## src/rtl/cr16_psr.sv

```systemverilog
// cr16_psr -- CR16 processor status register with save/restore stack.
//
// Holds the five-flag PSR (bit0 C, bit1 L, bit2 F, bit3 Z, bit4 N). It
// supports masked flag writes, a P_DEPTH-entry LIFO for saving and
// restoring the PSR, and registered evaluation of CR16 condition codes.
//
// Ports:
//   I_CLK, I_RESET          clock, synchronous active-high reset
//   I_ENABLE                global advance; low holds all state
//   I_STATUS, I_MASK        ALU flags and per-flag write mask
//   I_WRITE                 capture masked I_STATUS into the PSR
//   I_COND_REQ, I_COND      condition evaluation request and code
//   I_PUSH, I_POP           save PSR to stack / restore PSR from stack
//   I_CLR_ERR               clear sticky overflow/underflow
//   O_PSR                   current flags
//   O_COND_VALID/TRUE       evaluation strobe (one cycle after request) and result
//   O_DEPTH, O_FULL/EMPTY   stack occupancy and its limits
//   O_OVERFLOW/UNDERFLOW    sticky stack errors
//   O_ERR                   one-cycle pulse on a push+pop conflict
module cr16_psr #(
   parameter int P_DEPTH = 4
) (
   input  logic       I_CLK,
   input  logic       I_RESET,
   input  logic       I_ENABLE,
   input  logic [4:0] I_STATUS,
   input  logic       I_WRITE,
   input  logic [4:0] I_MASK,
   input  logic       I_COND_REQ,
   input  logic [3:0] I_COND,
   input  logic       I_PUSH,
   input  logic       I_POP,
   input  logic       I_CLR_ERR,
   output logic [4:0] O_PSR,
   output logic       O_COND_VALID,
   output logic       O_COND_TRUE,
   output logic [3:0] O_DEPTH,
   output logic       O_FULL,
   output logic       O_EMPTY,
   output logic       O_OVERFLOW,
   output logic       O_UNDERFLOW,
   output logic       O_ERR
);

   localparam int         AW        = (P_DEPTH <= 2) ? 1 : ((P_DEPTH <= 4) ? 2 : 3);
   localparam logic [3:0] DEPTH_MAX = 4'(P_DEPTH);

   // CR16 condition code evaluation against a flag vector.
   function automatic logic cond_eval(input logic [3:0] cc, input logic [4:0] f);
      logic c, l, fl, z, n;
      c  = f[0];
      l  = f[1];
      fl = f[2];
      z  = f[3];
      n  = f[4];
      case (cc)
         4'd0:    return z;
         4'd1:    return !z;
         4'd2:    return c;
         4'd3:    return !c;
         4'd4:    return l;
         4'd5:    return !l;
         4'd6:    return n;
         4'd7:    return !n;
         4'd8:    return fl;
         4'd9:    return !fl;
         4'd10:   return !l && !z;
         4'd11:   return l || z;
         4'd12:   return !n && !z;
         4'd13:   return n || z;
         4'd14:   return 1'b1;
         default: return 1'b0;
      endcase
   endfunction

   logic [4:0]    stack_mem [0:(1 << AW) - 1];
   logic [AW-1:0] push_idx;
   logic [AW-1:0] pop_idx;
   logic          push_ok;
   logic          pop_ok;
   logic          push_ovf;
   logic          pop_unf;
   logic [4:0]    psr_wr;
   logic [4:0]    psr_nxt;

   assign O_FULL  = (O_DEPTH == DEPTH_MAX);
   assign O_EMPTY = (O_DEPTH == 4'd0);

   assign push_idx = O_DEPTH[AW-1:0];
   assign pop_idx  = AW'(O_DEPTH - 4'd1);

   always_comb begin
      push_ok  = I_PUSH && !I_POP && !O_FULL;
      pop_ok   = I_POP && !I_PUSH && !O_EMPTY;
      push_ovf = I_PUSH && !I_POP && O_FULL;
      pop_unf  = I_POP && !I_PUSH && O_EMPTY;
      psr_wr   = I_WRITE ? ((I_STATUS & I_MASK) | (O_PSR & ~I_MASK)) : O_PSR;
      // A successful pop overrides any same-cycle write.
      psr_nxt  = pop_ok ? stack_mem[pop_idx] : psr_wr;
   end

   // Stack storage is not reset; occupancy alone decides what is readable.
   always_ff @(posedge I_CLK) begin
      if (!I_RESET && I_ENABLE && push_ok)
         stack_mem[push_idx] <= O_PSR;
   end

   always_ff @(posedge I_CLK) begin
      if (I_RESET) begin
         O_PSR        <= 5'd0;
         O_DEPTH      <= 4'd0;
         O_OVERFLOW   <= 1'b0;
         O_UNDERFLOW  <= 1'b0;
         O_ERR        <= 1'b0;
         O_COND_VALID <= 1'b0;
         O_COND_TRUE  <= 1'b0;
      end else if (I_ENABLE) begin
         O_PSR <= psr_nxt;
         if (push_ok)
            O_DEPTH <= O_DEPTH + 4'd1;
         else if (pop_ok)
            O_DEPTH <= O_DEPTH - 4'd1;
         O_ERR        <= I_PUSH && I_POP;
         // Setting a sticky flag takes priority over clearing it.
         O_OVERFLOW   <= push_ovf || (O_OVERFLOW && !I_CLR_ERR);
         O_UNDERFLOW  <= pop_unf || (O_UNDERFLOW && !I_CLR_ERR);
         O_COND_VALID <= I_COND_REQ;
         if (I_COND_REQ)
            O_COND_TRUE <= cond_eval(I_COND, psr_nxt);
      end else begin
         O_COND_VALID <= 1'b0;
         O_ERR        <= 1'b0;
      end
   end

endmodule

```

## config.mk

```make
export PLATFORM = sky130hd
export DESIGN_NAME = cr16_psr
export DESIGN_NICKNAME = d
export VERILOG_FILES = /design/src/rtl/cr16_psr.sv
export SDC_FILE = /design/constraint.sdc
export NUM_CORES = 1
export LEC_CHECK = 0
export CAP_MARGIN = 0
export CORE_MARGIN = 8
export CORE_UTILIZATION = 53
export CTS_BUF_LIST = sky130_fd_sc_hd__clkbuf_4 sky130_fd_sc_hd__clkbuf_8
export CTS_CLUSTER_SIZE = 8
export DETAILED_ROUTE_END_ITERATION = 12
export GPL_TIMING_DRIVEN = 0
export PLACE_DENSITY = 0.93
export SYNTH_ARGS = -nofsm -noshare
export SYNTH_HDL_FRONTEND = slang
export SYNTH_SLANG_ARGS = --single-unit
export TNS_END_PERCENT = 10
```

## constraint.sdc

```tcl
create_clock -name I_CLK -period 3.3 [get_ports I_CLK]
set_clock_uncertainty 0.1 [all_clocks]
set_input_delay 0.66 -clock I_CLK [delete_from_list [all_inputs] [get_ports I_CLK]]
set_output_delay 0.66 -clock I_CLK [all_outputs]
set_load 0.005 [all_outputs]
```

==> results of run 1 <==
[registers in the layout (all words and copies together) (netlist names)]
register      count
O_PSR             5
O_COND_VALID      1
O_UNDERFLOW       1
O_ERR             1
O_COND_TRUE       1
stack_mem        20
O_OVERFLOW        1
O_DEPTH           4
[how the worst max path moves through the flow]
stage,to,cells after the start,slack (ns)
after floorplan,O_COND_TRUE$_SDFFE_PP0P_,10,0.37
after global placement,O_COND_TRUE$_SDFFE_PP0P_,8,0.06
after detailed placement,O_COND_TRUE$_SDFFE_PP0P_,8,-0.008
after CTS,O_COND_TRUE$_SDFFE_PP0P_,10,0.05
after global routing,O_COND_TRUE$_SDFFE_PP0P_,10,-0.07
final,O_COND_TRUE$_SDFFE_PP0P_,10,0.08
[cell families after synthesis]
| group | count (synthesis) | synth area share (%) |
|---|---|---|
| buf+inv | 17 | 3.95 |
| fa+ha+maj | 4 | 2.72 |
| compound gates | 31 | 13.2 |
| xor+xnor | 3 | 1.43 |
| simple gates | 71 | 21.8 |
| mux | 10 | 9.05 |
| flops | 34 | 47.9 |
[metrics by stage]
step	std cells	TNS, ns	setup WS [ns]
after CTS	259	0	0.0502
after global routing	261	-0.0697	-0.0697
after detailed placement	251	-0.00832	-0.00832
after global placement	251	0	0.0579
after floorplan	170	0	0.366
final	261	0	0.0801
[area by class of cell]
type,instances,area share (%)
Buffer,9,1.84
Sequential cell,34,38.0
Clock inverter,3,0.702
Timing Repair Buffer,37,15.8
Multi-Input combinational cell,119,38.2
Inverter,8,1.30
Tap cell,46,2.49
Clock buffer,5,1.62
[synth_stat cells, drive strengths merged, types with 3 or more instances]
| master | count | area [um^2] |
|---|---|---|
| nor2b | 6 | 37.5 |
| nor4 | 4 | 31.3 |
| inv | 8 | 30.0 |
| edfxtp | 20 | 601 |
| o21ai | 7 | 35.0 |
| mux2i | 5 | 50.1 |
| nand4 | 3 | 18.8 |
| ha | 4 | 50.1 |
| a22oi | 3 | 22.5 |
| nand2 | 13 | 48.8 |
| dfxtp | 14 | 280 |
| clkbuf | 7 | 26.3 |
| a21oi | 5 | 25.0 |
| nor2 | 15 | 56.3 |
| nand3 | 7 | 35.0 |
| mux4 | 5 | 116 |
| and3 | 9 | 61.3 |
[worst max-delay path, stage by stage (launching register included)]
cell and delay, ns:
dfxtp_1 0.40, buf_6 0.18, inv_1 0.09, ha_1 0.29, clkbuf_1 0.35, mux4_2 0.39, and3_4 0.21, or4b_4 0.49
a2111oi_4 0.37, nor4_2 0.08, o221ai_2 0.19
[what timing repair did]
item	CTS	global route
setup endpoints to repair	0	2
endpoints found under the hold margin	0	0
setup buffers	0	2
[report_power, final]
part / switching, mW / internal [mW] / leakage [nW]
Sequential: 0.0127 / 0.460 / 0.296
Clock: 0.141 / 0.0790 / 0.0286
Combinational: 0.0964 / 0.0998 / 0.518
Total: 0.251 / 0.639 / 0.843
[routing by layer]
metal | global-route usage [%] | up-vias
li1 | - | 730
met1 | 20.0 | 715
met2 | 26.7 | 57
met3 | 7.06 | 9
met4 | 8.26 | 0
met5 | 0 | -
==> impl_results.md, run 1 <==
* Outcome: completed
* Final Util at 69.4%
* Buffers on Ports at 35
* Worst slew margin at 64.4%
* CTS root buffer: clkbuf_4
* Fin crit period at 3.22 ns
* Hold buffers post-CTS at 0
* M1 WL at 1.84 mm
* Post-synthesis sequential area ratio at 47.9%
* Commonest non-fill, non-tap cell in the layout: clkdlybuf4s50_1
* First-pass GRT wire length at 7.18 mm
* DIE WIDTH at 74.9 um
* Clock Sinks at 34
* Worst-path clk slew at 0.11 ns
* WP data arrival at 3.39 ns
* Initial antenna violation count at 0
* Remaining DRCs at 0
* EDFF count, synth at 20
* Unrepaired setup endpoints after global routing: yes
* Initial drt markers at 133
* Critical path type: reg2reg
* Async SR Flop Fraction at 0%
* PostCTS Resize Cnt at 0
* Syn nets at 196
* VDD IR max at 0.267 mV
* Post-Synthesis Cells at 170
* # setup viols final at 0
* Largest net degree at the start of global routing at 12
* Post-DP Area at 2250 um^2
* Ant. Diodes at 0
* FF/Latch Area at 881 um^2
* P per Cell Area at 384 nW/um^2
* Drt wl/cell at 16.8 um
* Worst path required time at 3.47 ns
* Hold endpoint: O_DEPTH[3]$_SDFFE_PP0P_
* Final instance area at 2320 um^2
* Area Growth Syn to Fin at 25.9%
* Total track usage at 17.2%
* Avg Vias per Cell at 5.79
* Max layer used: met4
* HP Start: O_DEPTH[3]$_SDFFE_PP0P_
* Beginning of the critical path: O_DEPTH[0]$_SDFFE_PP0P_
* Slew Limit Fails at 0
* Reg2reg setup slack at 0.08 ns
* Warnings, synthesis at 0
* Layout fillers at 267
* Detailed placement HPWL at 3.30 mm
* Reg2reg start: O_DEPTH[0]$_SDFFE_PP0P_
* Vias at 1,511
* WHS Path Cells at 2
* CTS tree: done
* Worst-Skew Late Latency at 0.35 ns
* CP max FO at 9
* Final #Nets at 240
* CTS H-Tree Depth at 2
* Die Height at 74.9 um
* Vias in the first global route at 1,510
* Number of max-cap violations at 0
* Synthesized cell area at 1840 um^2
* CP endpoint kind: flop
* Commonest cells after routing, fill and taps aside: 35 x clkdlybuf4s50_1, 20 x edfxtp_1, 15 x nor2_1
* FMAX at 311 MHz
* Max Root-Sink Buffers at 2
* Die area at 5610 um^2
* Ports at 38
* Remaining antenna violation count at 0
* P_leak at 0.843 nW
* Drt pass-1 iters at 4
* Synth Flop Type: edfxtp_1
* GR Overflow Total at 0
* Period utilization at 97.6%
* Final hold violation count at 0
* Share of layout cells above drive strength 1 at 11.2%
* Aggregate routed wire length at 4.37 mm
* Worst min path class: reg2reg
* Multi-input logic area at 886 um^2
* Gpl congestion at 0.855
* Slew at the pin closest to its max-slew limit at 0.534 ns
* Unique masters post-synth at 48
* Routed wl met2 at 2.08 mm
* Worst-case reg-to-reg path depth at 10
* Pwr Total at 0.890 mW
* Startpoint Class: flop
* Rows at 21
* CTS buffer count at 5
* Syn_area_per_cell at 10.8 um^2
* Post-synthesis register bit count at 34
* Length of routed met3 wiring at 376 um
* Initial Util at 55.1%
* WHS at 0.423 ns
* RR Endpoint: O_COND_TRUE$_SDFFE_PP0P_
* Core Footprint at 3340 um^2
(Power assumes the default switching activity.)
==> run 2, diff against run 1 <==
--- a/config.mk
+++ b/config.mk
@@ -5,14 +5,15 @@
 export SDC_FILE = /design/constraint.sdc
 export NUM_CORES = 1
 export LEC_CHECK = 0
+export ABC_AREA = 1
 export CAP_MARGIN = 0
 export CORE_MARGIN = 8
-export CORE_UTILIZATION = 53
+export CORE_UTILIZATION = 54
 export CTS_BUF_LIST = sky130_fd_sc_hd__clkbuf_4 sky130_fd_sc_hd__clkbuf_8
-export CTS_CLUSTER_SIZE = 8
+export CTS_CLUSTER_SIZE = 30
 export DETAILED_ROUTE_END_ITERATION = 12
 export GPL_TIMING_DRIVEN = 0
-export PLACE_DENSITY = 0.93
+export PLACE_DENSITY = 0.94
 export SYNTH_ARGS = -nofsm -noshare
 export SYNTH_HDL_FRONTEND = slang
 export SYNTH_SLANG_ARGS = --single-unit
==> impl_results.md, run 2 <==
* Syn nets at 295
* Die Height at 76.7 um
* Most common cell in the netlist: nand2_1
* Critical path type: reg2out
* Final instance area at 2510 um^2
* Rows at 22
* Post-DP Area at 2420 um^2
* Drt pass-1 iters at 4
* Max Root-Sink Buffers at 2
* Commonest non-fill, non-tap cell in the layout: nand2_1
* Final #Nets at 339
* Synth Flop Type: edfxtp_1
* Hold buffers post-CTS at 0
* EDFF count, synth at 20
* Post-Layout Cell Count at 362
* Vias at 1,856
* Slew Limit Fails at 0
* Core Footprint at 3610 um^2
* Synth area leaders: edfxtp_1 30%, nand2_1 17%, dfxtp_1 14%
* CTS buffer count at 5
* Outcome: completed
* Worst min path class: reg2reg
* RR Endpoint: O_COND_TRUE$_SDFFE_PP0P_
* Final Util at 69.5%
* CP endpoint kind: output pin
* Initial Util at 55.2%
* Post-Synthesis Cells at 269
* Layout fillers at 286
* Unique masters post-synth at 25
* VDD IR max at 0.262 mV
* Worst-case reg-to-reg path depth at 16
* HP Start: O_COND_TRUE$_SDFFE_PP0P_
* Number of max-cap violations at 0
* Buffers on Ports at 37
* Worst-Skew Late Latency at 0.29 ns
* Slowest-stage cell, CP: clkdlybuf4s50_1
* CTS tree: done
* Largest register by flop count: stack_mem
* CTS H-Tree Depth at 2
* FMAX at 369 MHz
* CP max FO at 11
* Startpoint Class: flop
* Final hold violation count at 0
* Setup_tns at 0 ns
* PostCTS Resize Cnt at 0
* Vias in the first global route at 1,884
* DIE WIDTH at 76.7 um
* Ant. Diodes at 0
* Post-CTS Setup Inserts at 0
* Drt wl/cell at 13.2 um
* Detailed placement HPWL at 3.68 mm
* WHS at 0.379 ns
* Period utilization at 82.2%
* P per Cell Area at 406 nW/um^2
* Max FFs per register at 20
* WP data arrival at 1.95 ns
* Worst slew margin at 70.3%
* Async SR Flop Fraction at 0%
* Initial antenna violation count at 0
* Crit path largest cell delay at 0.51 ns
* Gpl congestion at 0.903
* Worst-path clk slew at 0.07 ns
* Avg Vias per Cell at 5.13
* Reg2reg setup slack at 0.82 ns
* Dpl ws at 0.712 ns
* Die area at 5890 um^2
* Worst path required time at 2.54 ns
* Slew at the pin closest to its max-slew limit at 0.445 ns
* Final worst setup slack at 0.588 ns
* Fin crit period at 2.71 ns
* Reg2reg start: O_DEPTH[0]$_SDFFE_PP0P_
* Pwr Total at 1.02 mW
* Largest net degree at the start of global routing at 12
* First-pass GRT wire length at 8.35 mm
* Leading registers by flop count: stack_mem: 20 flops, O_PSR: 5 flops, O_DEPTH: 4 flops
* WHS Path Cells at 2
* CTS root buffer: clkbuf_8
* Most frequent cells after synthesis: 92 x nand2_1, 43 x inv_1, 27 x nand3_1
* Remaining antenna violation count at 0
* Syn_area_per_cell at 7.40 um^2
* # setup viols final at 0
* Commonest cells after routing, fill and taps aside: 92 x nand2_1, 43 x inv_1, 37 x clkdlybuf4s50_1
* Placed Cells at 354
* Total track usage at 17.3%
* Warnings, synthesis at 0
* Top cell type's share of synthesized area at 30.2%
* GR Overflow Total at 0
* Largest area contributor in the netlist: edfxtp_1
* Cell Chain, Critical Path: inv_2 -> buf_6 -> ha_1 -> nand3_1 -> inv_1 -> clkdlybuf4s50_1
* Hold endpoint: O_COND_TRUE$_SDFFE_PP0P_
* Initial drt markers at 207
* Clock Sinks at 34
* Synthesized cell area at 1990 um^2
* Share of layout cells above drive strength 1 at 9.24%
* Aggregate routed wire length at 4.77 mm
* Unrepaired setup endpoints after global routing: no
* Ports at 38
* P_leak at 1.14 nW
* Area Growth Syn to Fin at 25.9%
* Post-synthesis sequential area ratio at 44.2%
* Remaining DRCs at 0
* Post-synthesis register bit count at 34
==> run 2: per-layer routing <==
| metal | global-route usage, % | vias to the layer above | wire length [um] | share of wire (%) |
|---|---|---|---|---|
| li1 | - | 950 | - | - |
| met1 | 18.7 | 838 | 1990 | 42 |
| met2 | 29.7 | 57 | 2310 | 48 |
| met3 | 5.01 | 11 | 341 | 7.1 |
| met4 | 9.62 | 0 | 122 | 2.6 |
| met5 | 0 | - | 0 | 0 |
==> run 2: cell families (layout without fill, tap and decap cells) <==
family / Yosys count / count (layout) / synth area share, %
buf+inv: 50 / 95 / 10.7
flops: 34 / 34 / 44.2
simple gates: 155 / 155 / 34.3
fa+ha+maj: 4 / 4 / 2.51
compound gates: 26 / 26 / 8.17
==> run 2: report_power, final <==
part	switching, mW	leakage [nW]	internal [mW]
Clock	0.154	0.0416	0.144
Combinational	0.133	0.801	0.105
Sequential	0.0170	0.298	0.464
Total	0.304	1.14	0.713
==> run 2: area by class of cell <==
| class | instances | area, um^2 | share of cell area (%) |
|---|---|---|---|
| multi-input cells | 185 | 896 | 35.7 |
| flip-flops and latches | 34 | 881 | 35.1 |
| repair buffers | 37 | 370 | 14.8 |
| inverters | 44 | 165 | 6.59 |
| clock buffers | 5 | 68.8 | 2.75 |
| well taps | 48 | 60.1 | 2.40 |
| plain buffers | 6 | 48.8 | 1.95 |
| clock inverters | 3 | 16.3 | 0.649 |
==> run 2: worst max path at each step <==
stage | startpoint | to | slack [ns] | cells after the start
after floorplan | O_DEPTH[0]$_SDFFE_PP0P_ | O_COND_TRUE$_SDFFE_PP0P_ | 1.25 | 16
after global placement | I_PUSH | stack_mem[3][2]$_DFFE_PP_ | 0.74 | 7
after detailed placement | I_PUSH | stack_mem[3][3]$_DFFE_PP_ | 0.71 | 7
after CTS | O_DEPTH[0]$_SDFFE_PP0P_ | O_FULL | 0.58 | 6
after global routing | O_DEPTH[0]$_SDFFE_PP0P_ | O_FULL | 0.48 | 6
final | O_DEPTH[0]$_SDFFE_PP0P_ | O_FULL | 0.59 | 6
==> run 2: worst max-delay path: cells and delay by family (launching register included) <==
kind          cells  cell delay, ns
simple gates      1            0.11
buf+inv           4            0.92
flops             1            0.38
fa+ha+maj         1            0.24
==> run 3, diff against run 2 <==
==> constraint.sdc (replaced) <==
create_clock -name I_CLK -period 2.6 [get_ports I_CLK]
set_clock_uncertainty 0.1 [all_clocks]
set_input_delay 0.52 -clock I_CLK [delete_from_list [all_inputs] [get_ports I_CLK]]
set_output_delay 0.52 -clock I_CLK [all_outputs]
set_load 0.005 [all_outputs]
==> impl_results.md, run 3 (synthesized netlist as in run 2, its figures left out) <==
* Outcome: completed
* Gpl congestion at 0.903
* CTS buffer count at 5
* Unrepaired setup endpoints after global routing: no
* Reg2reg setup slack at 0.26 ns
* Max FFs per register at 20
* Core Footprint at 3610 um^2
* Detailed placement HPWL at 3.68 mm
* Setup_tns at 0 ns
* Worst path required time at 1.98 ns
* Number of max-cap violations at 0
* DIE WIDTH at 76.7 um
* Final Util at 69.6%
* Rows at 22
* CTS root buffer: clkbuf_8
* Hold buffers post-CTS at 0
* Worst slew margin at 69.4%
* Drt wl/cell at 13.3 um
* WP data arrival at 1.88 ns
* Largest net degree at the start of global routing at 12
* Initial drt markers at 203
* Aggregate routed wire length at 4.82 mm
* Die Height at 76.7 um
* CTS tree: done
* Final hold violation count at 0
* Commonest cells after routing, fill and taps aside: 92 x nand2_1, 43 x inv_1, 37 x clkdlybuf4s50_1
* Vias at 1,859
* Reg2reg start: O_DEPTH[0]$_SDFFE_PP0P_
* Initial Util at 55.2%
* CP endpoint kind: output pin
* GR Overflow Total at 0
* Period utilization at 96.3%
* Critical path type: reg2out
* Worst-path clk slew at 0.07 ns
* Slew at the pin closest to its max-slew limit at 0.457 ns
* Final #Nets at 339
* First-pass GRT wire length at 8.35 mm
* Drt pass-1 iters at 4
* Max Root-Sink Buffers at 2
* Clock Sinks at 34
* Die area at 5890 um^2
* Worst-case reg-to-reg path depth at 16
* CP max FO at 11
* Share of layout cells above drive strength 1 at 9.87%
* Ant. Diodes at 0
* Initial antenna violation count at 0
* Area Growth Syn to Fin at 26.1%
* Final worst setup slack at 0.0971 ns
* Buffers on Ports at 37
* Total track usage at 17.3%
* Slew Limit Fails at 0
* Largest register by flop count: stack_mem
* Avg Vias per Cell at 5.14
* Worst-Skew Late Latency at 0.29 ns
* Vias in the first global route at 1,884
* # setup viols final at 0
* Commonest non-fill, non-tap cell in the layout: nand2_1
* Critical Path Sink: O_FULL
* Remaining antenna violation count at 0
* Worst min path class: reg2reg
* P per Cell Area at 516 nW/um^2
* Leading registers by flop count: stack_mem: 20 flops, O_PSR: 5 flops, O_DEPTH: 4 flops
* Remaining DRCs at 0
* CTS H-Tree Depth at 2
* FMAX at 400 MHz
* Ports at 38
* Dpl ws at 0.152 ns
* P_leak at 1.14 nW
* Startpoint Class: flop
* Beginning of the critical path: O_DEPTH[0]$_SDFFE_PP0P_
* RR Endpoint: O_COND_TRUE$_SDFFE_PP0P_
* Fin crit period at 2.50 ns
* VDD IR max at 0.334 mV
-- run 3: repair_timing --
action,in CTS,in global routing
buffers inserted,0,0
gates resized for setup,0,2
endpoints found under the setup margin,0,3
-- run 3: per-layer routing --
metal,global-route usage [%],vias up,routed length [um]
li1,-,950,-
met1,18.7,844,2070
met2,29.7,54,2320
met3,5.01,11,304
met4,9.62,0,122
met5,0,-,0
-- run 3: worst min-delay path by stage --
stage | depth (start not counted) | start | slack (ns) | end
floorplan | 2 | O_COND_TRUE$_SDFFE_PP0P_ | 0.37 | O_COND_TRUE$_SDFFE_PP0P_
global placement | 2 | O_COND_TRUE$_SDFFE_PP0P_ | 0.37 | O_COND_TRUE$_SDFFE_PP0P_
detailed placement | 2 | O_COND_TRUE$_SDFFE_PP0P_ | 0.37 | O_COND_TRUE$_SDFFE_PP0P_
CTS | 2 | O_COND_TRUE$_SDFFE_PP0P_ | 0.38 | O_COND_TRUE$_SDFFE_PP0P_
global route | 2 | O_COND_TRUE$_SDFFE_PP0P_ | 0.42 | O_COND_TRUE$_SDFFE_PP0P_
finish | 2 | O_COND_TRUE$_SDFFE_PP0P_ | 0.38 | O_COND_TRUE$_SDFFE_PP0P_
-- run 3: report_power, final --
| group | switching (mW) | internal, mW | total, mW |
|---|---|---|---|
| sequential | 0.0215 | 0.589 | 0.611 |
| clock | 0.197 | 0.183 | 0.380 |
| combinational | 0.170 | 0.135 | 0.304 |
-- run 3: critical path, stage by stage (launching register included) --
cell,delay [ns]
dfxtp_2,0.36
inv_2,0.11
buf_6,0.16
ha_2,0.23
nand3_1,0.10
inv_1,0.11
clkdlybuf4s50_1,0.51
-- run 3: area by class of cell --
type	instances	area, um^2
fillers	285	1100
multi-input cells	185	898
flip-flops and latches	34	882
repair buffers	37	370
inverters	44	165
clock buffers	5	68.8
well taps	48	60.1
plain buffers	6	48.8
clock inverters	3	16.3
-- run 3: stage by stage --
stage               cell area (um^2)  cells  hold slack (ns)  total power [mW]
floorplan                       1990    269            0.366             0.797
global placement                2420    354            0.366             0.909
detailed placement              2420    354            0.368             0.921
CTS                             2510    362            0.378              1.30
global route                    2510    362            0.418              1.36
finish                          2510    362            0.379              1.29
